<file path="src/rtl/j_pit_timers_if.sv">
// j_pit_timers_if: JERRY I/O side of the dual PIT.
//   master: decoder/CPU side, drives cen, din, pit1w..pit4w, pit1r..pit4r
//   slave : timer block, drives tint1, tint2, dr_out, dr_oe
interface j_pit_timers_if;
  logic        cen;
  logic [15:0] din;
  logic        pit1w, pit2w, pit3w, pit4w;
  logic        pit1r, pit2r, pit3r, pit4r;
  logic        tint1, tint2;
  logic [15:0] dr_out;
  logic        dr_oe;
  modport master (
    output cen, din, pit1w, pit2w, pit3w, pit4w, pit1r, pit2r, pit3r, pit4r,
    input  tint1, tint2, dr_out, dr_oe
  );
  modport slave (
    input  cen, din, pit1w, pit2w, pit3w, pit4w, pit1r, pit2r, pit3r, pit4r,
    output tint1, tint2, dr_out, dr_oe
  );
endinterface

</file>
<file path="src/rtl/j_pit_timers.sv">
// j_pit_timers: dual prescaler/divider interval timer with one-cycle expiry pulses.
//   sys_clk : only clock
//   resetl  : asynchronous active-low reset
//   bus     : j_pit_timers_if.slave (write/read strobes, din, tint1/2, dr_out/dr_oe)
//   CW      : counter/reload width (1..16), readback zero-extended to 16 bits
//   JPIT_READBACK_EN : when defined, live counters are readable; otherwise dr_out/dr_oe are tied 0
module j_pit_timers #(
  parameter int CW = 16
) (
  input logic           sys_clk,
  input logic           resetl,
  j_pit_timers_if.slave bus
);
  logic [3:0]    w_pitw, r_pitw_q, w_edge;
  logic [CW-1:0] w_din;
  assign w_pitw = {bus.pit4w, bus.pit3w, bus.pit2w, bus.pit1w};
  assign w_edge = w_pitw & ~r_pitw_q;
  assign w_din  = bus.din[CW-1:0];
  always_ff @(posedge sys_clk or negedge resetl) begin
    if (!resetl) r_pitw_q <= '0;
    else         r_pitw_q <= w_pitw;
  end
  for (genvar t = 0; t < 2; t++) begin : g_tmr
    logic [CW-1:0] r_pre, r_div, r_pcnt, r_dcnt;
    logic          r_tint;
    logic          w_pe, w_de, w_run, w_pz, w_dz;
    assign w_pe  = w_edge[2*t];
    assign w_de  = w_edge[2*t+1];
    assign w_pz  = r_pcnt == '0;
    assign w_dz  = r_dcnt == '0;
    // any write edge to this timer pre-empts the tick, including a due expiry
    assign w_run = bus.cen && (r_div != '0) && !w_pe && !w_de;
    always_ff @(posedge sys_clk or negedge resetl) begin
      if (!resetl) begin
        r_pre  <= '0;
        r_div  <= '0;
        r_pcnt <= '0;
        r_dcnt <= '0;
        r_tint <= 1'b0;
      end else begin
        r_tint <= w_run && w_pz && w_dz;
        if (w_pe) r_pre <= w_din;
        if (w_de) begin
          r_div  <= w_din;
          r_dcnt <= w_din;
          r_pcnt <= w_pe ? w_din : r_pre;
        end else if (w_pe) begin
          r_pcnt <= w_din;
        end else if (w_run) begin
          r_pcnt <= w_pz ? r_pre : r_pcnt - 1'b1;
          if (w_pz) r_dcnt <= w_dz ? r_div : r_dcnt - 1'b1;
        end
      end
    end
  end
  assign bus.tint1 = g_tmr[0].r_tint;
  assign bus.tint2 = g_tmr[1].r_tint;
`ifdef JPIT_READBACK_EN
  assign bus.dr_oe  = resetl && (bus.pit1r || bus.pit2r || bus.pit3r || bus.pit4r);
  assign bus.dr_out = !resetl   ? 16'h0000 :
                      bus.pit1r ? 16'(g_tmr[0].r_pcnt) :
                      bus.pit2r ? 16'(g_tmr[0].r_dcnt) :
                      bus.pit3r ? 16'(g_tmr[1].r_pcnt) :
                      bus.pit4r ? 16'(g_tmr[1].r_dcnt) : 16'h0000;
`else
  logic w_unused_rd;
  assign w_unused_rd = ^{bus.pit1r, bus.pit2r, bus.pit3r, bus.pit4r};
  assign bus.dr_oe   = 1'b0;
  assign bus.dr_out  = 16'h0000;
`endif
endmodule

</file>
<file path="src/flat_wrapper.sv">
// flat-port wrapper written by rule: the top's interface ports become plain ports
module j_pit_timers_flat 
#(
  parameter int CW = 16
)
  (sys_clk, resetl, bus_cen, bus_din, bus_pit1w, bus_pit2w, bus_pit3w, bus_pit4w, bus_pit1r, bus_pit2r, bus_pit3r, bus_pit4r, bus_tint1, bus_tint2, bus_dr_out, bus_dr_oe);
  j_pit_timers_if bus_i ();
  input logic sys_clk;
  input logic resetl;
  input wire logic [$bits(bus_i.cen)-1:0] bus_cen;
  input wire logic [$bits(bus_i.din)-1:0] bus_din;
  input wire logic [$bits(bus_i.pit1w)-1:0] bus_pit1w;
  input wire logic [$bits(bus_i.pit2w)-1:0] bus_pit2w;
  input wire logic [$bits(bus_i.pit3w)-1:0] bus_pit3w;
  input wire logic [$bits(bus_i.pit4w)-1:0] bus_pit4w;
  input wire logic [$bits(bus_i.pit1r)-1:0] bus_pit1r;
  input wire logic [$bits(bus_i.pit2r)-1:0] bus_pit2r;
  input wire logic [$bits(bus_i.pit3r)-1:0] bus_pit3r;
  input wire logic [$bits(bus_i.pit4r)-1:0] bus_pit4r;
  output wire logic [$bits(bus_i.tint1)-1:0] bus_tint1;
  output wire logic [$bits(bus_i.tint2)-1:0] bus_tint2;
  output wire logic [$bits(bus_i.dr_out)-1:0] bus_dr_out;
  output wire logic [$bits(bus_i.dr_oe)-1:0] bus_dr_oe;
  assign bus_i.cen = bus_cen;
  assign bus_i.din = bus_din;
  assign bus_i.pit1w = bus_pit1w;
  assign bus_i.pit2w = bus_pit2w;
  assign bus_i.pit3w = bus_pit3w;
  assign bus_i.pit4w = bus_pit4w;
  assign bus_i.pit1r = bus_pit1r;
  assign bus_i.pit2r = bus_pit2r;
  assign bus_i.pit3r = bus_pit3r;
  assign bus_i.pit4r = bus_pit4r;
  assign bus_tint1 = bus_i.tint1;
  assign bus_tint2 = bus_i.tint2;
  assign bus_dr_out = bus_i.dr_out;
  assign bus_dr_oe = bus_i.dr_oe;
  j_pit_timers #(.CW(CW)) u_core (.sys_clk(sys_clk), .resetl(resetl), .bus(bus_i));
endmodule
</file>
<file path="config.mk">
export PLATFORM = sky130hd
export DESIGN_NAME = j_pit_timers_flat
export DESIGN_NICKNAME = d
export VERILOG_FILES = /design/src/rtl/j_pit_timers_if.sv /design/src/rtl/j_pit_timers.sv /design/src/flat_wrapper.sv
export SDC_FILE = /design/constraint.sdc
export NUM_CORES = 1
export LEC_CHECK = 0
export CAP_MARGIN = 20
export CORE_MARGIN = 2
export CORE_UTILIZATION = 50
export DETAILED_ROUTE_END_ITERATION = 10
export PLACE_DENSITY = 0.81
export SYNTH_ARGS = -nofsm -noshare
export SYNTH_HDL_FRONTEND = slang
export SYNTH_SLANG_ARGS = --single-unit
</file>
<file path="constraint.sdc">
create_clock -name sys_clk -period 2.7 [get_ports sys_clk]
set_input_delay 0.405 -clock sys_clk [delete_from_list [all_inputs] [get_ports sys_clk]]
set_output_delay 0.405 -clock sys_clk [all_outputs]
set_load 0.03 [all_outputs]
</file>
==> run metrics <==
status completed; maximum VDD drop 0.000514 V; # clock sinks 134; worst min path class in2reg; Fmax achieved 397 MHz; cells after synthesis 921; Root Buffer Master clkbuf_16; mapped cell area 7790 sq um; Slew Limit Fails 0; vias in the first global route 6883; CP peak stage delay 0.50 ns; GR Overflow Total 0; crit-path cells nor4_1 > nand4_1 > or3_1 > buf_4 > o41ai_1 > a21oi_1; die height 129 um; Vias 7184; drt wl/cell 18.4 um; full die area 16600 sq um; global-route wire length before repair 34900 um; leakage 3.99 nW; port bufs 24; Final GP Congestion 0.928; Post-route DRC 0; CTS Hold Bufs 1; sum of negative setup slack 0 ns; Ports 46; Netlist cell types 71; Detail Route Antenna Nets 0; synth warn 0; Total Wirelength 21300 um; initial antenna violation count 0; WP data required 2.99 ns; Mean Syn Cell Area 8.46 sq um; critical path class reg2reg; maximum clock path buffer count 2; row cnt 45; initial drt markers 921; ys async rst share 1.00; gr usage total 0.270; family with the most delay on the worst path simple AND/OR/NAND/NOR gates; maxcap violations 0; commonest cells after routing, fill and taps aside nand2_1 (228), dfrtp_1 (134), nor2_1 (70), a21oi_1 (46); part of the cycle the worst path needs 0.932; slowest CP cell nor4_1; Min Clock Period, post-route 2.52 ns; CTS H-tree lvls 4; Layout Nets 992; CORE AREA 15200 sq um; setup bufs post-CTS 0; Pwr Density 678 nW/um^2; main flop type after synthesis dfrtp_1; Seq cells post-synth 134; FILL cells 1329; Slew @ Worst Pin 0.901 ns; RSZ-0062 raised after global routing no; Crit path buffers/inverters 1; Critical Path AT 2.80 ns; clock slew at reported path FFs 0.06 ns; HPWL Detailed 14300 um; Setup Viol. Count Final 0; crit path max fanout 7; startpoint types register; post-CTS sizing 0; normalized max-slew margin 0.396; CP endpoint kind register; layout cell share with drive strength beyond 1 0.110; CTS tree done; commonest non-fill, non-tap cell in the layout nand2_1; Antenna Cells 0; clk_lat worst skew 0.43 ns; post-synthesis sequential area ratio 0.430; Die Width 129 um; largest net degree at the start of global routing 65; DR vias/cell 6.21; Fin. Hold Viols 0; final core occ 0.588; Starting Density 0.513; EDFF count, synth 0; drt pass-1 iters 6; P&R area growth vs syn 14.7%; clk_skew 0.00847 ns; CTS Buf Count 17
[cell usage after synthesis (4+ instances only)]
library cell	number	share of area
mux2i_1	13	0.017
o211ai_1	24	0.023
o22ai_1	15	0.012
nor4_1	14	0.011
dfrtp_1	134	0.43
a211o_1	5	0.0056
or3_1	10	0.0080
nand2_1	228	0.11
o2bb2ai_1	9	0.010
inv_1	31	0.015
nor3b_1	5	0.0048
a211oi_1	4	0.0039
a21boi_0	4	0.0039
or2_2	5	0.0040
clkbuf_1	37	0.018
a31oi_1	15	0.012
nor2_1	71	0.034
a2bb2oi_1	10	0.011
buf_4	18	0.017
nor3_1	16	0.010
o31ai_1	8	0.0077
nand3_1	22	0.014
nor2b_1	4	0.0032
o22a_1	7	0.0079
ha_1	8	0.013
buf_6	6	0.0087
nand2b_1	8	0.0064
mux2_2	4	0.0058
nor4_4	4	0.011
nand4_1	16	0.013
a21oi_1	46	0.030
or4_1	15	0.014
o21ai_0	41	0.026
[cell type report]
type	instances	area (sq um)	share of cell area
Multi-Input combinational cell	706	4030	0.451
Sequential cell	134	3350	0.375
Timing Repair Buffer	67	579	0.0648
Clock buffer	22	474	0.0531
Tap cell	188	235	0.0263
Clock inverter	9	149	0.0167
Inverter	31	116	0.0130
[per-stage QoR]
stage | cell area (sq um) | instances | setup WS [ns] | hold WS, ns | power, mW
finish | 8940 | 1157 | 0.184 | 0.465 | 6.06
global route | 8940 | 1157 | 0.0241 | 0.471 | 6.33
CTS | 8940 | 1157 | 0.227 | 0.457 | 6.06
detailed placement | 8300 | 1125 | 0.276 | 0.453 | 3.58
global placement | 8300 | 1125 | 0.323 | 0.444 | 3.54
floorplan | 7860 | 937 | 0.526 | 0.109 | 3.23
[logic make-up after synthesis]
logic type,synth area share
AO/OA/AOI/OAI,0.194
XOR/XNOR,0.00562
buffers and inverters,0.0615
multiplexers,0.0225
other,0.000481
adder cells (fa/ha/maj),0.0128
AND/OR/NAND/NOR,0.273
flip-flops,0.430
[routing by layer]
| metal | wire length, um | up-vias | GRT usage |
|---|---|---|---|
| li1 | - | 3331 | - |
| met1 | 9150 | 3493 | 0.357 |
| met2 | 9900 | 302 | 0.420 |
| met3 | 1550 | 58 | 0.0636 |
| met4 | 671 | 0 | 0.129 |
| met5 | 0 | - | 0 |
[where the power goes]
group | internal [mW] | switching, mW
clock network | 1.61 | 0.866
logic | 0.392 | 0.616
registers | 2.28 | 0.299
total | 4.28 | 1.78
[registers in the layout (all words and copies together) (netlist names)]
signal	cells
u_core.g_tmr.r_dcnt	32
u_core.g_tmr.r_div	32
u_core.g_tmr.r_pcnt	32
u_core.g_tmr.r_pre	32
u_core.r_pitw_q	4
u_core.bus.tint1	1
u_core.bus.tint2	1
[path summary, 6_finish.rpt]
check                                           from                        end  slack, ns  depth (start not counted)
max                        u_core.g_tmr[0].r_pcnt[6]  u_core.g_tmr[0].r_dcnt[3]       0.18                          6
min                                        bus_pit3w         u_core.r_pitw_q[2]       0.47                          1
max reg2reg                u_core.g_tmr[0].r_pcnt[6]  u_core.g_tmr[0].r_dcnt[3]       0.18                          6
min reg2reg                 u_core.g_tmr[0].r_pre[7]   u_core.g_tmr[0].r_pre[7]       0.50                          2
max in group asynchronous                     resetl  u_core.g_tmr[1].r_dcnt[3]       1.40                          3
min in group asynchronous                     resetl  u_core.g_tmr[1].r_div[13]       0.53                          2
(Power assumes the default switching activity.)
